File: config.mk
export PLATFORM = sky130hd
export DESIGN_NAME = mem_arb_starve_cnt
export DESIGN_NICKNAME = d
export VERILOG_FILES = /design/src/rtl/mem_arb_starve_cnt.sv
export SDC_FILE = /design/constraint.sdc
export NUM_CORES = 1
export LEC_CHECK = 0
export ABC_AREA = 1
export CORE_AREA = 2 2 39 41
export CTS_CLUSTER_DIAMETER = 100
export DETAILED_ROUTE_END_ITERATION = 6
export DIE_AREA = 0 0 41 43
export SLEW_MARGIN = 20
export SYNTH_ARGS = -nofsm -noshare
export SYNTH_HDL_FRONTEND = slang
export SYNTH_SLANG_ARGS = --single-unit
File: constraint.sdc
create_clock -name clk_i -period 2 [get_ports clk_i]
set_clock_uncertainty 0.1 [all_clocks]
set_input_delay 0.5 -clock clk_i [delete_from_list [all_inputs] [get_ports clk_i]]
set_output_delay 0.5 -clock clk_i [all_outputs]
set_load 0.03 [all_outputs]
File: src/rtl/mem_arb_starve_cnt.sv
// mem_arb_starve_cnt: counts consecutive IF arbitration losses and forces an IF win at the limit
module mem_arb_starve_cnt #(
  parameter int LIMIT = 4
) (
  input  logic clk_i,
  input  logic rst_i,
  input  logic arb,
  input  logic if_req,
  input  logic dm_win,
  output logic force_if
);
  localparam int CW = $clog2(LIMIT + 1);
  logic [CW-1:0] cnt;
  assign force_if = cnt >= CW'(LIMIT);
  // clear on an IF win, count an IF loss, saturate once the limit is reached
  always_ff @(posedge clk_i or negedge rst_i)
    if (!rst_i) cnt <= '0;
    else if (arb) cnt <= !dm_win ? '0 : (if_req && !force_if) ? cnt + 1'b1 : cnt;
endmodule

Yosys cells after proc, flatten, opt, wreduce, memory -nomap -nowiden
Index checks and enable logic that the tools add are counted.
{"block": "classes", "addsub": 1, "n_bitwise": 0, "n_reduce_logical": 3, "shift": 0, "n_div": 0, "n_mux": 2, "n_mul": 0, "order_cmp": 1, "n_eq_ne": 1}
{"operator": "3-bit two-way mux", "count": 2}
{"operator": "3-bit by 1-bit adder with 3-bit output, second input constant", "count": 1}
{"operator": "3-bit greater-or-equal comparator, second input constant", "count": 1}
{"operator": "2-bit by 1-bit != test with 1-bit output, second input constant", "count": 1}
{"operator": "2-bit AND reduction", "count": 1}
{"operator": "1-bit logical AND", "count": 1}
{"operator": "1-bit logical NOT", "count": 1}
{"block": "totals", "memories": 0, "romBits": 0, "ram_bits": 0, "latchBits": 0, "output_inout_bits": 1, "regBits": 3, "wordCells": 9, "in_bits": 5}

Longest topological paths before layout
{"block": "depth", "word_depth": 5, "ltp_mapped": 6, "ltp_nobuf": 6}

Worst setup path after synthesis
No wires, ideal clock.
{"block": "synth_timing", "kind": "register to output", "start": "register cnt[2]", "end": "output force_if", "setup_slack_ns": 0.724, "n_path_buf": 1, "stages_incl_launch_ff": 2, "arrival_ns": 0.676, "required_time_ns": 1.400, "path_cell_list": "dfrtp_1 clkbuf_1"}
{"block": "synth_between", "elab_chain_cells": 1}
{"element": "start, declared", "line": "13", "rtl": "logic [CW-1:0] cnt;"}
{"element": "start signal, assigned", "line": "18", "rtl": "else if (arb) cnt <= !dm_win ? '0 : (if_req && !force_if) ? cnt + 1'b1 : cnt;"}
{"element": "3-bit greater-or-equal comparator", "line": "14", "rtl": "assign force_if = cnt >= CW'(LIMIT);"}
{"element": "end, declared", "line": "10", "rtl": "output logic force_if"}
Every way passes these cells.

Worst setup path in the final report
Same ends and word-level chain as after synthesis.

==> metrics list <==
- Power comes to 0.000211 W.
- The region available for standard cell placement spans 1380 µm².
- Die X-Extent: 41 µm
- STA classifies the critical path endpoint as a primary output.
- Pin slew with the least headroom to its limit: 0.302 ns
- By startpoint and endpoint, the worst setup path is classified as reg2out.
- For this run the aggregate overflow at the end of global routing stands at 0.
- STA puts the critical path data required time at 1.40 ns.
* Pin count of the biggest net entering global routing: 6
- For this block, the via count after detailed routing is 183.
- Fraction of layout instances using a drive strength above 1: 16.7%
* Number of DRC markers in iteration 0: 4
* Clk Tree Root Cell: clkbuf_4
- Number of flip-flops in the largest register: 3
- Synth Area in XOR/XNOR: 0%
- Buffers inserted during clock tree synthesis total 3.
* Maximum VDD drop: 0.276 mV
- Area growth syn-to-layout: 46.3%
* Layout Nets: 44
* Post-Syn Instances: 28
- Compound-gate portion of the synthesized area: 2.50%
- Shortest clock period the worst path allows after layout: 1.91 ns
* Wire length of the first global-routing pass: 572 µm
- Number of buffers added to fix hold violations after cts: 0
* Weighted congestion at the end of routability-driven global placement: 0.697
- The count of cells in the finished layout, fillers not included, comes to 52.
- Detailed placement finished with a half-perimeter wire length of 295 µm.
- Buffers inserted during post-CTS setup optimization: 0
- In this run, placement finished with an instance count of 48.
* Delay of the slowest cell on the worst path: 0.69 ns
- Sort of element at the start of the critical path: flip-flop
- For this run, design rule violations remaining after detail routing come to 0.
- The total count of max-transition violations in the final report came to 0.
- Post-synth net total: 35
* Highest-delay cell along the critical path: clkdlybuf4s50_1
- The floorplan has 14 rows.
- Remaining number of nets flagged by the antenna check after routing: 0
* Clock sink count: 3
- Number of setup violations in the final report: 0
- Clock transition at the registers of the reported paths: 0.04 ns
* Register bank with the most flops: cnt
- Die height: 43 µm
- Post-synthesis area per instance: 7.15 µm²
* Most common library cell in the layout ignoring fill and taps: nand2_1
- Setup repair after global routing left no endpoint under its margin.
- The Yosys step of the flow raised 0 warnings.
- Derived from the worst setup path, the maximum achievable clock frequency is 524 MHz.
- Power per unit of standard cell area: 719 nW/µm²
- Buffers added on ports: 5
- Of the total synthesized cell area, the portion taken by AND, OR, NAND and NOR gates is 36.3%.
* Mux contribution to synthesized area: 0%
- Max-cap violations in this run came to 0.
- Cell breakdown of the critical path: clkdlybuf4s50_1
- Worst Hold Class: in2async
- Sequential cells were found to cover 37.5% of the synthesized design area.
- After synthesis, the netlist uses 9 different library cells.
* Drt first pass iters: 5
* Insertion delay to the later sink of the worst-skew pair: 0.23 ns
- Buffer depth of the longest clock path: 2
- Once the floorplan was initialized, standard cells occupied 14.5% of the core.
* Relative slew slack: 79.8%
* Largest family of logic cells by synthesized area: simple AND/OR/NAND/NOR gates
- Synthesized area: 200 µm²
* Adder-Cell Fraction of Synth Area: 12.5%
- Summed over all failing endpoints, the final setup total negative slack is 0 ns.
* Leakage power total: 0.148 nW
* Largest registers in the final layout: cnt: 3 flops
* Ratio of routed vias to standard cells: 3.52
* CP bufs+invs: 1
- Across every metal layer, demand over resource in global routing totals 5.54%.
* Family of cells with the greatest summed delay on the critical path: buffers and inverters
- Drt wl/cell: 7.58 µm
- For this design the top-level I/O count stands at 6.
- Synthesis-stage register bit count: 3
* Final period utilization: 95.5%
- TritonCTS built the clock tree.
* Cells resized by post-CTS repair: 0
- Diodes inserted: 0
- CP max FO: 5
- Die outline area: 1760 µm²
- Total wire length: 394 µm
* Hold violation total from the final report: 0
- The run finished with clean final reports.
* Via count of the first global-routing pass: 156
* Maximum level of the CTS H-tree: 1
* Number of antenna violations at the first check in global routing: 0
- At the worst endpoint, the arrival time is 1.31 ns.
- In the layout the commonest cells are nand2_1, inv_1, clkdlybuf4s50_1.
==> Yosys cell counts <==
| cell type | number | area (µm²) |
|---|---|---|
| nand2_2 | 3 | 18.8 |
| ha_1 | 2 | 25.0 |
| inv_1 | 5 | 18.8 |
| clkbuf_1 | 1 | 3.75 |
| nand2_1 | 9 | 33.8 |
| a21oi_1 | 1 | 5.00 |
| nand4_1 | 2 | 12.5 |
| dfrtp_1 | 3 | 75.1 |
| nor2_1 | 2 | 7.51 |
==> layout make-up <==
class                      instances  area (µm²)
multi-input combinational         19         103
clock buffer                       4        26.3
fill                             164        1090
tap                               16        20.0
inverter                           5        18.8
timing repair buffer               5        50.0
sequential                         3        75.1
==> path summary, 6_finish.rpt <==
path | from | to | slack (ns) | cells past startpoint
worst max-delay path | cnt[2] | force_if | 0.09 | 1
worst min-delay path | rst_i | cnt[0] | 0.34 | 1
worst max register to register | cnt[0] | cnt[2] | 0.91 | 6
worst min register to register | cnt[0] | cnt[0] | 0.41 | 2
max in group asynchronous | rst_i | cnt[2] | 1.32 | 1
min in group clk_i | cnt[0] | cnt[0] | 0.41 | 2
==> layer usage <==
metal | vias up | wire length, µm | global-route usage (%)
li1 | 99 | - | -
met1 | 75 | 184 | 6.49
met2 | 9 | 165 | 5.00
met3 | 0 | 45 | 3.66
met4 | 0 | 0 | 8.00
met5 | - | 0 | 0
==> worst register-to-register path, cell delays in order (launching register included) <==
cell,delay [ns]
dfrtp_1,0.39
ha_1,0.22
nand2_1,0.06
nand2_1,0.05
nor2_1,0.10
nand2_1,0.06
nand2_1,0.06
==> report_power, final <==
group | total, W | leakage, nW | switching, W | internal, W
clock | 0.000106 | 0.0150 | 0.0000313 | 0.0000748
sequential | 0.0000708 | 0.0406 | 0.00000441 | 0.0000664
combinational | 0.0000337 | 0.0927 | 0.0000175 | 0.0000162
total | 0.000211 | 0.148 | 0.0000533 | 0.000157
==> through the flow <==
step	cell area [µm²]	util, %	setup slack (ns)	hold WS (ns)
global placement	267	19.3	0.346	0.404
finish	293	21.2	0.0904	0.345
detailed placement	267	19.3	0.330	0.408
CTS	293	21.2	0.0744	0.340
global route	293	21.2	0.0650	0.345
floorplan	200	-	0.724	0.104
==> cell families (layout without fill, tap and decap cells) <==
group,after synthesis,count (layout)
AO/OA/AOI/OAI,1,1
AND/OR/NAND/NOR,16,16
buffers and inverters,6,14
adder cells (fa/ha/maj),2,2
flip-flops,3,3
Power figures use the tool's default switching activity.
